<file path="src/rtl/spi_counter_slave.sv">
// SPI mode-0 slave owning the 14-bit display count: 16-bit frames {cmd[1:0], data[13:0]}.
// Define COUNTER_AUTO_INC_EN to add a free-running auto-increment tick every TICK_MAX clocks.
module spi_counter_slave #(
  parameter int MAX_COUNT = 9999,
  parameter int TICK_MAX  = 10_000_000
) (
  input  logic        clk,
  input  logic        reset,
  input  logic        sclk,
  input  logic        mosi,
  input  logic        cs_n,
  output logic        miso,
  output logic [13:0] counter,
  output logic        counter_valid,
  output logic        frame_err
);

  localparam int CNT_W   = 14;
  localparam int FRAME_W = 16;
  localparam logic [CNT_W-1:0] MAX_VAL = CNT_W'(MAX_COUNT);

  localparam logic [1:0] CMD_NOP   = 2'b00;
  localparam logic [1:0] CMD_WRITE = 2'b01;
  localparam logic [1:0] CMD_CLEAR = 2'b10;
  localparam logic [1:0] CMD_INC   = 2'b11;

  typedef enum logic [1:0] {
    IDLE    = 2'd0,
    SHIFT   = 2'd1,
    DONE    = 2'd2,
    WAIT_CS = 2'd3
  } state_t;

  function automatic logic [CNT_W-1:0] sat_count(input logic [CNT_W-1:0] d);
    return (d > MAX_VAL) ? MAX_VAL : d;
  endfunction

  function automatic logic [CNT_W-1:0] wrap_inc(input logic [CNT_W-1:0] c);
    return (c >= MAX_VAL) ? '0 : c + CNT_W'(1);
  endfunction

  function automatic logic [CNT_W-1:0] apply_cmd(input logic [FRAME_W-1:0] frame,
                                                 input logic [CNT_W-1:0]   cur);
    logic [CNT_W-1:0] nxt;
    nxt = cur;
    case (frame[15:14])
      CMD_NOP:   nxt = cur;
      CMD_WRITE: nxt = sat_count(frame[13:0]);
      CMD_CLEAR: nxt = '0;
      CMD_INC:   nxt = wrap_inc(cur);
      default:   nxt = cur;
    endcase
    return nxt;
  endfunction

  state_t state, state_next;

  logic sclk_p0, sclk_p1, sclk_p2;
  logic cs_p0, cs_p1, cs_p2;
  logic mosi_p0, mosi_p1;

  logic sclk_rise, sclk_fall, cs_rise, cs_fall;
  logic [FRAME_W-1:0] tx_shift;
  logic [FRAME_W-1:0] rx_shift;
  logic [4:0]         bit_cnt;
  logic               last_bit;

  logic load, capture, advance, frame_done, frame_abort;
  logic tick;

  // Stage p0/p1: two-flop synchronizers; p2: previous value for edge detection
  always_ff @(posedge clk or negedge reset) begin
    if (!reset) begin
      sclk_p0 <= 1'b0;
      sclk_p1 <= 1'b0;
      sclk_p2 <= 1'b0;
      cs_p0   <= 1'b1;
      cs_p1   <= 1'b1;
      cs_p2   <= 1'b1;
      mosi_p0 <= 1'b0;
      mosi_p1 <= 1'b0;
    end else begin
      sclk_p0 <= sclk;
      sclk_p1 <= sclk_p0;
      sclk_p2 <= sclk_p1;
      cs_p0   <= cs_n;
      cs_p1   <= cs_p0;
      cs_p2   <= cs_p1;
      mosi_p0 <= mosi;
      mosi_p1 <= mosi_p0;
    end
  end

  assign sclk_rise = sclk_p1 & ~sclk_p2;
  assign sclk_fall = ~sclk_p1 & sclk_p2;
  assign cs_rise   = cs_p1 & ~cs_p2;
  assign cs_fall   = ~cs_p1 & cs_p2;
  assign last_bit  = (bit_cnt == 5'd15);

  always_ff @(posedge clk or negedge reset) begin
    if (!reset) state <= IDLE;
    else        state <= state_next;
  end

  // A 16th sclk rise coinciding with cs_n rise completes the frame rather than aborting it.
  // WAIT_CS leaves on the cs_n level so a rise consumed during DONE is not lost.
  always_comb begin
    state_next = state;
    case (state)
      IDLE:    if (cs_fall) state_next = SHIFT;
      SHIFT: begin
        if (sclk_rise && last_bit) state_next = DONE;
        else if (cs_rise)          state_next = IDLE;
      end
      DONE:    state_next = WAIT_CS;
      WAIT_CS: if (cs_p1) state_next = IDLE;
      default: state_next = IDLE;
    endcase
  end

  always_comb begin
    miso        = 1'b0;
    load        = 1'b0;
    capture     = 1'b0;
    advance     = 1'b0;
    frame_done  = 1'b0;
    frame_abort = 1'b0;
    case (state)
      IDLE:  load = cs_fall;
      SHIFT: begin
        miso        = tx_shift[FRAME_W-1];
        capture     = sclk_rise;
        advance     = sclk_fall;
        frame_abort = cs_rise && !(sclk_rise && last_bit);
      end
      DONE:    frame_done = 1'b1;
      default: ;
    endcase
  end

  // Frame shift registers are pure data; only entry via load makes them observable
  always_ff @(posedge clk) begin
    if (load)         tx_shift <= {2'b00, counter};
    else if (advance) tx_shift <= {tx_shift[FRAME_W-2:0], 1'b0};
    if (capture)      rx_shift <= {rx_shift[FRAME_W-2:0], mosi_p1};
  end

  always_ff @(posedge clk or negedge reset) begin
    if (!reset)       bit_cnt <= '0;
    else if (load)    bit_cnt <= '0;
    else if (capture) bit_cnt <= bit_cnt + 5'd1;
  end

`ifdef COUNTER_AUTO_INC_EN
  localparam int TICK_W = (TICK_MAX > 1) ? $clog2(TICK_MAX) : 1;
  logic [TICK_W-1:0] tick_cnt;

  assign tick = (tick_cnt == TICK_W'(TICK_MAX - 1));

  always_ff @(posedge clk or negedge reset) begin
    if (!reset)    tick_cnt <= '0;
    else if (tick) tick_cnt <= '0;
    else           tick_cnt <= tick_cnt + TICK_W'(1);
  end
`else
  // No auto-increment source; the comparison is constant false for any legal TICK_MAX.
  assign tick = (TICK_MAX < 0);
`endif

  // Command apply stage: result and strobes become visible the cycle after DONE
  always_ff @(posedge clk or negedge reset) begin
    if (!reset) begin
      counter       <= '0;
      counter_valid <= 1'b0;
      frame_err     <= 1'b0;
    end else begin
      counter_valid <= frame_done;
      frame_err     <= frame_abort;
      if (frame_done)  counter <= apply_cmd(rx_shift, counter);
      else if (tick)   counter <= wrap_inc(counter);
    end
  end

endmodule

</file>
<file path="config.mk">
export PLATFORM = sky130hd
export DESIGN_NAME = spi_counter_slave
export DESIGN_NICKNAME = d
export VERILOG_FILES = /design/src/rtl/spi_counter_slave.sv
export SDC_FILE = /design/constraint.sdc
export NUM_CORES = 1
export LEC_CHECK = 0
export BUFFER_PORTS_ARGS = -buffer_cell sky130_fd_sc_hd__clkbuf_2
export CORE_ASPECT_RATIO = 0.6
export CORE_MARGIN = 1.5
export CORE_UTILIZATION = 40
export DETAILED_ROUTE_END_ITERATION = 6
export PLACE_DENSITY = 0.55
export SLEW_MARGIN = 10
export SYNTH_ARGS = -nofsm -noshare
export SYNTH_HDL_FRONTEND = slang
export SYNTH_SLANG_ARGS = --single-unit
</file>
<file path="constraint.sdc">
create_clock -name clk -period 2.7 [get_ports clk]
set_input_delay 0.675 -clock clk [delete_from_list [all_inputs] [get_ports clk]]
set_output_delay 0.675 -clock clk [all_outputs]
set_load 0.02 [all_outputs]
</file>
==> results.cfg <==
[sta]
final.setup.tns_ns = 0
rsz0062_at_grt = no
fmax_ghz = 0.495
setup_viol = 0
worst_pin_slew_ns = 1.05
final.min_clock_period_ns = 2.02
slew_viol_final = 0
worst_slack_ns = 0.679
relSlewSlack_pct = 29.6
holdWs_ns = 0.346
post-route-period-util_pct = 74.8
skew_ns = 0.00645
hold_viol_final = 0

[global_route]
track_usage_pct = 19.2
grt_start_max_net_pins = 32
gr-total-overflow = 0
antenna_found_initial = 0
grt_pass1_vias = 1799
grt_pass1_wl_um = 10500

[detailed_routing]
drc = 0
wl_per_cell_um = 18.6
drt_iter0_markers = 165
dr.pass1.iters = 5
routed_wl_um = 6580
vias = 1975
ant_nets = 0
viasPerCell = 5.58

[synthesis]
synth_fa_ha_area_share_pct = 1.30
synth-edff-count = 30
synth_xor_area_share_pct = 0.911
ys_seq_area_share_pct = 59.6
synth_area_leaders = edfxtp_1 (31%), dfrtp_1 (24%), mux2_2 (5.1%)
synth_compound_area_share_pct = 12.6
synth.distinct_cells = 57
yosysWarningCount = 0
synth_top_family_by_area = simple AND/OR/NAND/NOR gates
synth-simple-area-share_pct = 15.9
syn_inst = 240
yosysTopAreaCell = edfxtp_1
syn_nets = 248
ys_ff_latch = 63
synth_top_area_share_pct = 31.2
ys.flop_type = edfxtp_1
avgSynthCellArea_sq_um = 12.0
async_flop_share_pct = 49.2
synthMuxAreaShare_pct = 5.77
synth.cell_area_sq_um = 2890

[cts]
cts_hold_buf = 0
cts_tree = done
cts_buffers = 9
cts_max_path_buffers = 2
cts_root_buf = clkbuf_16
cts_setup_buffers = 0
clkSinkCount = 63
cts_resized = 0
insertion_delay_ns = 0.34
h-tree-depth = 3
clk_pin_slew_worst_paths_ns = 0.05

[placed_design]
hpwl_um = 4490
post-place-ws_ns = 0.732
io_buffers = 21
gp_congestion = 0.889

[floorplan]
rows = 23
io_pins = 22
core-area_sq_um = 6820
die_height_um = 68.8
start_util_pct = 42.3
die_w_um = 113
dieArea_sq_um = 7750

[critical_path]
reg2reg_from = rx_shift[15]$_DFFE_PP_
cp-end-kind = output pin
critPathArrivalTime_ns = 1.35
cp.required_ns = 2.03
crit_path_start_kind = flip-flop
r2r_slack_ns = 0.68
path_cells = nand2b_1 > nor2_1 > clkbuf_2
r2r-end = counter[5]$_DFFE_PN0P_
worstPathMaxFanout = 9
slowest_delay_ns = 0.48
crit_family = flip-flops
worst_path_max_delay_cell = dfrtp_1
worstSetupPathType = reg -> out
cp_num_buf_inv = 1
worstRegToRegCells = 3

[layout]
fin_util_pct = 48.9
final_common_cell = edfxtp_1
area_growth_pct = 15.5
layout-drive-gt1-share_pct = 23.2
diodes = 0
mostFrequentLayoutCells = edfxtp_1 (30), dfrtp_1 (28), clkbuf_2 (21)
fin_nets = 270

[power_and_ir_drop]
ir_worst_vdd_mv = 0.385
leakage_nw = 1.28
p_total_w = 0.00229
powerDensity_nw_per_um2 = 688

[min_path]
holdPathEnd = sclk_p1$_DFF_PN0_
min_path_cells = 0
hold_start = sclk_p0$_DFF_PN0_
hp-class = reg -> reg

[flow_run]
drv_cap = 0

[run_status]
outcome = completed
[metal layers]
layer | up-vias | global-route usage (%) | wire (um)
met3 | 8 | 8.57 | 688
met5 | - | 0 | 0
met1 | 936 | 30.4 | 3510
met4 | 0 | 5.70 | 79
met2 | 65 | 21.8 | 2300
li1 | 966 | - | -
[worst max path at each step]
stage | endpoint | startpoint | cells past startpoint
2_1_floorplan | bit_cnt[3]$_DFFE_PN0P_ | flip-flop | 6
3_3_place_gp | counter[8]$_DFFE_PN0P_ | rx_shift[15]$_DFFE_PP_ | 3
3_5_place_dp | counter[13]$_DFFE_PN0P_ | rx_shift[15]$_DFFE_PP_ | 3
4_1_cts | miso | flip-flop | 3
5_1_grt | miso | flip-flop | 3
6_report | miso | flip-flop | 3
[cell type report]
class / count / area, sq um
timing repair buffer: 24 / 128
tap: 87 / 109
sequential: 63 / 1720
fill: 607 / 3490
clock inverter: 5 / 25.0
inverter: 12 / 45.0
clock buffer: 11 / 233
multi-input combinational: 152 / 1070
[cells in the mapped netlist, drive strengths merged (3+ instances only)]
cell type and instances:
and3 3, nor3 3, nand4 9, clkbuf 8
o211ai 6, dfrtp 28, ha 3, nor3b 3
nand2b 4, nand2 9, o21ai 8, edfxtp 30
nor2 20, buf 5, inv 12, nor4 7
o21bai 3, a21oi 3, a22o 3, dfstp 3
mux2 13, nand3 10, or4 4, o31a 4
a31oi 5
[sequential cells by signal, summed over array words and instances, names as in the netlist, 5 cells and up, named ones only]
| register | count |
|---|---|
| bit_cnt | 5 |
| counter | 14 |
| rx_shift | 16 |
| tx_shift | 16 |
[logic make-up (layout without fill, tap and decap cells)]
family	count (synthesis)	count (layout)
AND/OR/NAND/NOR	81	81
flip-flops	63	63
AO/OA/AOI/OAI	50	50
buffers and inverters	25	52
multiplexers	15	15
adder cells (fa/ha/maj)	3	3
XOR/XNOR	3	3
[through the flow]
stage,cell area (sq um),instances
2_1_floorplan,2890,240
3_3_place_gp,3070,338
3_5_place_dp,3070,338
4_1_cts,3330,354
5_1_grt,3330,354
6_report,3330,354
[power breakdown]
group	internal, W	switching (W)	total, W
Sequential	0.00109	0.0000450	0.00113
Combinational	0.0000685	0.0000859	0.000154
Clock	0.000611	0.000398	0.00101
Total	0.00176	0.000529	0.00229
No activity file was read; power rests on OpenSTA's default activity.
